===== src/rtl/bcd_pkg.sv =====
// Shared definitions for the binary-to-BCD converter and the display mux:
// digit codes, the converter FSM state type and a power-of-ten helper.
package bcd_pkg;

  // Digit codes understood by the multiplexed display driver.
  localparam logic [4:0] BLANK = 5'b10010;
  localparam logic [4:0] DASH  = 5'b10000;

  // Converter sequencing states.
  typedef enum logic [1:0] {
    IDLE,
    LOAD,
    SHIFT,
    FINISH
  } state_t;

  // 10^n, used to size the overflow threshold at elaboration time.
  function automatic int unsigned pow10(input int unsigned n);
    int unsigned p;
    p = 1;
    for (int unsigned i = 0; i < n; i++) p = p * 10;
    return p;
  endfunction

endpackage


===== src/rtl/bin2bcd_seq_n_if.sv =====
// Request/result bundle of bin2bcd_seq_n. The master issues conversion
// requests; the slave (the converter) returns the BCD result and status.
interface bin2bcd_seq_n_if #(
  parameter int W      = 10,
  parameter int DIGITS = 3
);
  logic                  start;
  logic                  signed_mode;
  logic [W-1:0]          bin;
  logic                  ready;
  logic                  busy;
  logic                  done;
  logic [4*DIGITS-1:0]   bcd;
  logic                  neg;
  logic                  of;
  logic [DIGITS-1:0]     blank;

  modport master (
    output start, signed_mode, bin,
    input  ready, busy, done, bcd, neg, of, blank
  );

  modport slave (
    input  start, signed_mode, bin,
    output ready, busy, done, bcd, neg, of, blank
  );
endinterface


===== src/rtl/bcd_digit_adj.sv =====
// Single BCD digit correction cell for double dabble: a digit of 5 or more
// gets 3 added so that the following left shift carries into the next digit.
module bcd_digit_adj (
  input  logic [3:0] d,
  output logic [3:0] q
);
  assign q = (d >= 4'd5) ? d + 4'd3 : d;
endmodule


===== src/rtl/bin2bcd_seq_n.sv =====
// Sequential W-bit binary to DIGITS-digit BCD converter (shift-add-3) with
// optional two's-complement input, overflow flag and a one-entry request
// queue. Optional macro LEADING_ZERO_BLANK_EN enables the leading-zero blank
// mask; without it the blank output is tied to zero.
module bin2bcd_seq_n
  import bcd_pkg::*;
#(
  parameter int W      = 10,
  parameter int DIGITS = 3
) (
  input  logic              clk,
  input  logic              reset,
  bin2bcd_seq_n_if.slave    bus
);

  localparam int          BW    = 4 * DIGITS;
  localparam int          CW    = $clog2(W + 1);
  localparam logic [31:0] LIMIT = pow10(DIGITS);

  state_t          state_q, state_d;
  logic            q_valid, q_sm, in_sm;
  logic [W-1:0]    q_bin, in_bin, mag_sh, mag_calc;
  logic [BW-1:0]   bcd_sh, bcd_adj, bcd_next, bcd_q;
  logic [CW-1:0]   cnt;
  logic            neg_pend, of_pend, neg_q, of_q;
  logic            last_shift;

  // Magnitude of the captured request; the most negative value wraps to 2^(W-1).
  assign mag_calc   = (in_sm && in_bin[W-1]) ? -in_bin : in_bin;
  assign bcd_next   = {bcd_adj[BW-2:0], mag_sh[W-1]};
  assign last_shift = (state_q == SHIFT) && (cnt == CW'(1));

  for (genvar g = 0; g < DIGITS; g++) begin : g_adj
    bcd_digit_adj u_adj (
      .d (bcd_sh[4*g +: 4]),
      .q (bcd_adj[4*g +: 4])
    );
  end

  // State register.
  always_ff @(posedge clk) begin
    // NOTE: clocked state is always assigned with <= so every register sees
    // the pre-edge values of the others, independent of statement order.
    if (reset) state_q <= IDLE;
    else       state_q <= state_d;
  end

  // Next-state logic.
  always_comb begin
    // NOTE: the default assignment up front keeps this block free of latches
    // even on paths that do not mention state_d.
    state_d = state_q;
    case (state_q)
      IDLE:    if (q_valid || bus.start) state_d = LOAD;
      LOAD:    state_d = SHIFT;
      SHIFT:   if (cnt == CW'(1)) state_d = FINISH;
      FINISH:  state_d = IDLE;
      default: state_d = IDLE;
    endcase
  end

  assign bus.busy  = (state_q != IDLE);
  assign bus.done  = (state_q == FINISH);
  assign bus.ready = (state_q == IDLE) && !q_valid;
  assign bus.bcd   = bcd_q;
  assign bus.neg   = neg_q;
  assign bus.of    = of_q;

  // Request capture/queue, shift datapath and result registers.
  always_ff @(posedge clk) begin
    if (reset) begin
      // NOTE: every datapath register is reset as well so a mid-conversion
      // reset leaves no stale request or partial result behind.
      q_valid  <= 1'b0;
      q_bin    <= '0;
      q_sm     <= 1'b0;
      in_bin   <= '0;
      in_sm    <= 1'b0;
      bcd_sh   <= '0;
      mag_sh   <= '0;
      cnt      <= '0;
      neg_pend <= 1'b0;
      of_pend  <= 1'b0;
      bcd_q    <= '0;
      neg_q    <= 1'b0;
      of_q     <= 1'b0;
    end else begin
      if (state_q == IDLE) begin
        if (q_valid) begin
          in_bin  <= q_bin;
          in_sm   <= q_sm;
          q_valid <= bus.start;
          if (bus.start) begin
            q_bin <= bus.bin;
            q_sm  <= bus.signed_mode;
          end
        end else if (bus.start) begin
          in_bin <= bus.bin;
          in_sm  <= bus.signed_mode;
        end
      end else if (bus.start) begin
        q_valid <= 1'b1;
        q_bin   <= bus.bin;
        q_sm    <= bus.signed_mode;
      end

      case (state_q)
        LOAD: begin
          mag_sh   <= mag_calc;
          bcd_sh   <= '0;
          cnt      <= CW'(W);
          neg_pend <= in_sm && in_bin[W-1];
          of_pend  <= 32'(mag_calc) >= LIMIT;
        end
        SHIFT: begin
          bcd_sh <= bcd_next;
          mag_sh <= {mag_sh[W-2:0], 1'b0};
          cnt    <= cnt - CW'(1);
          if (last_shift) begin
            bcd_q <= bcd_next;
            neg_q <= neg_pend;
            of_q  <= of_pend;
          end
        end
        default: ;
      endcase
    end
  end

`ifdef LEADING_ZERO_BLANK_EN
  logic [DIGITS-1:0] blank_calc, blank_q;
  logic              lead;

  // Blank leading zero digits from the top down; digit 0 always shows.
  always_comb begin
    blank_calc = '0;
    lead       = 1'b0;
    for (int i = DIGITS - 1; i >= 1; i--) begin
      if (!lead && (bcd_next[4*i +: 4] == 4'd0)) blank_calc[i] = 1'b1;
      else                                       lead          = 1'b1;
    end
  end

  // Blank mask is updated together with the BCD result.
  always_ff @(posedge clk) begin
    if (reset)           blank_q <= '0;
    else if (last_shift) blank_q <= blank_calc;
  end

  assign bus.blank = blank_q;
`else
  assign bus.blank = '0;
`endif

endmodule

===== src/flat_wrapper.sv =====
// flat-port wrapper written by rule: the top's interface ports become plain ports
module bin2bcd_seq_n_flat import bcd_pkg::*;
#(
  parameter int W      = 10,
  parameter int DIGITS = 3
)
  (clk, reset, bus_start, bus_signed_mode, bus_bin, bus_ready, bus_busy, bus_done, bus_bcd, bus_neg, bus_of, bus_blank);
  bin2bcd_seq_n_if #(.W(W), .DIGITS(DIGITS)) bus_i ();
  input  logic clk;
  input  logic reset;
  input wire logic [$bits(bus_i.start)-1:0] bus_start;
  input wire logic [$bits(bus_i.signed_mode)-1:0] bus_signed_mode;
  input wire logic [$bits(bus_i.bin)-1:0] bus_bin;
  output wire logic [$bits(bus_i.ready)-1:0] bus_ready;
  output wire logic [$bits(bus_i.busy)-1:0] bus_busy;
  output wire logic [$bits(bus_i.done)-1:0] bus_done;
  output wire logic [$bits(bus_i.bcd)-1:0] bus_bcd;
  output wire logic [$bits(bus_i.neg)-1:0] bus_neg;
  output wire logic [$bits(bus_i.of)-1:0] bus_of;
  output wire logic [$bits(bus_i.blank)-1:0] bus_blank;
  assign bus_i.start = bus_start;
  assign bus_i.signed_mode = bus_signed_mode;
  assign bus_i.bin = bus_bin;
  assign bus_ready = bus_i.ready;
  assign bus_busy = bus_i.busy;
  assign bus_done = bus_i.done;
  assign bus_bcd = bus_i.bcd;
  assign bus_neg = bus_i.neg;
  assign bus_of = bus_i.of;
  assign bus_blank = bus_i.blank;
  bin2bcd_seq_n #(.W(W), .DIGITS(DIGITS)) u_core (.clk(clk), .reset(reset), .bus(bus_i));
endmodule

===== config.mk =====
export PLATFORM = sky130hd
export DESIGN_NAME = bin2bcd_seq_n_flat
export DESIGN_NICKNAME = d
export VERILOG_FILES = /design/src/rtl/bcd_pkg.sv /design/src/rtl/bin2bcd_seq_n_if.sv /design/src/rtl/bcd_digit_adj.sv /design/src/rtl/bin2bcd_seq_n.sv /design/src/flat_wrapper.sv
export SDC_FILE = /design/constraint.sdc
export NUM_CORES = 1
export LEC_CHECK = 0
export ABC_CLOCK_PERIOD_IN_PS = 2220
export CORE_ASPECT_RATIO = 0.6
export CORE_MARGIN = 4
export CORE_UTILIZATION = 30
export DETAILED_ROUTE_END_ITERATION = 6
export GPL_ROUTABILITY_DRIVEN = 0
export GPL_TIMING_DRIVEN = 0
export PLACE_DENSITY = 0.59
export SLEW_MARGIN = 15
export SYNTH_ARGS = -nofsm -noshare
export SYNTH_HDL_FRONTEND = slang
export SYNTH_SLANG_ARGS = --single-unit

===== constraint.sdc =====
create_clock -name clk -period 2.22 [get_ports clk]
set_clock_uncertainty 0.05 [all_clocks]
set_input_delay 0.555 -clock clk [delete_from_list [all_inputs] [get_ports clk]]
set_output_delay 0.555 -clock clk [all_outputs]
set_load 0.005 [all_outputs]

==> results.cfg <==
[detailed_routing]
dr.pass1.iters = 4
drt_iter0_markers = 169
totalWireLength_mm = 8.215
drt_drc_violations_left = 0
route.vias.total = 2784
via_per_inst = 4.850
wl_per_cell_um = 14.31
detail-route-antenna-nets = 0

[sta]
setup_violations = 0
grt_setup_unrepaired = no
min_period_over_period_pct = 93.21
hold_viol = 0
fmax_mhz = 483.2
final-max-slew-violation-count = 0
max_slew_margin_pct = 53.04
holdWs_ns = 0.4023
period_needed_ns = 2.069
worst_pin_slew_ns = 0.6947
finalWorstSetupSlack_ns = 0.1507

[floorplanning]
die-width_um = 141.9
io_pins = 34
design.die.area_um2 = 12530
core_area_um2 = 10520
row_count = 29
chipHeight_um = 88.32
start_util_pct = 30.65

[clock_tree]
cts_tree = done
cts.path.max_buffers = 2
worstSkewPairLatency_ns = 0.33
ctsHoldBuffers = 0
numCtsBuffers = 9
htreeDepth = 3
cts_num_sinks = 67
cts-root-buf = clkbuf_16
clkTransAtPathRegs_ns = 0.05

[critical_path]
slowest_delay_ns = 0.30
crit_path_start_kind = register
reg2reg_slack_ns = 0.19
r2r_start = u_core.state_q[0]
startpoint = u_core.q_valid
crit_path_end = bus_ready
critical_path_class = reg2out
r2r-end = u_core.bus.bcd[2]
required_ns = 1.62
endpoint_kind = output pin
path_depth = 5
cp_data_arrival_time_ns = 1.46
rr_worst_depth = 8
path_buf_inv = 4
crit_fanout = 5
crit_path_cell_trace = clkbuf_1, nand2b_1, clkbuf_8, inv_1, dlygate4sd2_1
cp_top_family = buffers and inverters
crit_slowest_cell = dfxtp_1

[grt]
grt_util_all_layers_pct = 13.83
grt_first_pass_wirelength_mm = 13.37
grt_max_degree = 11
grt_pass1_vias = 2592
grt_overflow_total = 0
antenna_found_initial = 0

[power_and_ir_drop]
cellLeakagePower_nw = 1.447
swShare_pct = 35.40
clkPwrFrac_pct = 30.6
p_total_mw = 4.660
p_int_mw = 3.011
comb_power_share_pct = 35.5
switchingPower_mw = 1.650
p_per_area_nw_per_um2 = 1156
seq_power_share_pct = 33.9
peakVddDrop_v = 0.0004606

[placed_design]
place_ws_ns = -0.1366
place_inst = 557
numPortBuffers = 29
hpwl_mm = 6.094

[synthesis]
synth.distinct_cells = 41
netlist.area_leader.share_pct = 41.58
yosysTopAreaCell = dfxtp_1
avgSynthCellArea_um2 = 8.335
synthArstFlopShare_pct = 0
synthTopCellsByArea = dfxtp_1 (42%), a21oi_1 (6.5%), mux2i_1 (5.6%)
mappedNetlistArea_um2 = 3226
ys.warnings.count = 0
seq_area_frac_synth_pct = 41.58
synth_top_flop_cell = dfxtp_1
synth_edf_count = 0
syn_inst = 387
ys_ff_latch = 67

[worst_hold_path]
min_path_type = reg2reg

[cells_and_area]
num_antenna_cells = 0
fin_cells = 574
most-common-layout-cells = dfxtp_1 (65), nor2_1 (42), a21oi_1 (42)
final_common_cell = dfxtp_1
syn_to_final_growth_pct = 24.94
drive_above_1_share_pct = 8.046
nNetsFinal = 459
fin_util_pct = 38.30

[flow_run]
drv_cap = 0

[outcome]
status = finished, final reports clean
-- cell type report --
| cell class | instances | area, um^2 |
|---|---|---|
| plain buffers | 28 | 137.6 |
| clock buffers | 13 | 260.3 |
| clock inverters | 2 | 35.03 |
| fillers | 1073 | 6492 |
| inverters | 15 | 56.30 |
| multi-input cells | 279 | 1717 |
| flip-flops and latches | 67 | 1344 |
| well taps | 139 | 173.9 |
| repair buffers | 31 | 306.5 |
-- cell usage after synthesis (all sizes together), types with 3 or more instances --
library cell / instances
a2bb2oi: 3
dfxtp: 67
a21oi: 42
nand2: 38
clkbuf: 16
xnor2: 7
a31oi: 4
buf: 12
a211oi: 19
o21ai: 11
inv: 14
nand2b: 14
ha: 14
a32oi: 3
xor2: 3
nand3: 17
nor3: 5
nor2: 43
o31ai: 3
mux2i: 18
nor3b: 7
nor2b: 8
-- cell families (layout without fill, tap and decap cells) --
logic type	count (synthesis)	after routing	synth area share (%)
fa+ha+maj	14	14	5.431
other cells	1	3	0.1163
mux	18	18	5.586
simple gates	141	141	21.14
compound gates	93	93	17.77
flops	67	67	41.58
xor+xnor	10	10	2.715
buf+inv	43	89	5.663
-- worst min-delay path by stage --
stage | startpoint | endpoint | slack (ns) | cells past startpoint
after floorplan | u_core.neg_pend | u_core.bus.neg | 0.38 | 2
after global placement | u_core.q_bin[7] | u_core.q_bin[7] | 0.39 | 2
after detailed placement | u_core.q_bin[6] | u_core.q_bin[6] | 0.40 | 2
after CTS | u_core.q_bin[6] | u_core.q_bin[6] | 0.41 | 2
after global routing | u_core.bus.bcd[5] | u_core.bus.bcd[5] | 0.41 | 2
final | u_core.bus.bcd[0] | u_core.bus.bcd[0] | 0.40 | 2
-- registers in the layout, summed over array words and instances (netlist names) --
| name | cells |
|---|---|
| u_core.bcd_sh | 12 |
| u_core.bus.bcd | 12 |
| u_core.in_bin | 10 |
| u_core.mag_sh | 10 |
| u_core.q_bin | 10 |
| u_core.cnt | 4 |
| u_core.state_q | 2 |
| u_core.bus.neg | 1 |
| u_core.bus.of | 1 |
| u_core.in_sm | 1 |
| u_core.neg_pend | 1 |
| u_core.of_pend | 1 |
| u_core.q_sm | 1 |
| u_core.q_valid | 1 |
-- power by group through the flow --
stage | Combinational [mW] | Sequential, mW | Clock [mW]
CTS | 1.64 | 1.57 | 1.46
global placement | 1.54 | 1.59 | 0
global route | 1.86 | 1.61 | 1.51
finish | 1.66 | 1.58 | 1.43
detailed placement | 1.56 | 1.59 | 0
floorplan | 1.13 | 1.55 | 0
-- metrics by stage --
stage / area (um^2) / setup TNS [ns]
3_5_place_dp: 3697 / -0.1366
5_1_grt: 4030 / 0
3_3_place_gp: 3697 / -0.1145
6_report: 4030 / 0
4_1_cts: 4021 / 0
2_1_floorplan: 3233 / 0
-- worst register-to-register path, stage by stage (launching register included) --
cell,delay [ns]
dfxtp_2,0.34
inv_2,0.06
ha_1,0.13
buf_2,0.20
clkinv_1,0.37
nor2_4,0.37
buf_4,0.24
nand2_1,0.07
a21oi_1,0.13
-- routing by layer --
metal | track usage [%] | vias to the layer above | part of all wire (%)
li1 | - | 1420 | -
met1 | 21.24 | 1309 | 58
met2 | 17.71 | 49 | 37
met3 | 4.698 | 6 | 4.3
met4 | 4.181 | 0 | 0.62
met5 | 0 | - | 0
-- what timing repair did --
item,CTS,global route
gates resized for setup,8,4
endpoints found under the hold margin,0,0
endpoints found under the setup margin,2,12
buffers inserted,2,0
No activity file was read; power rests on OpenSTA's default activity.
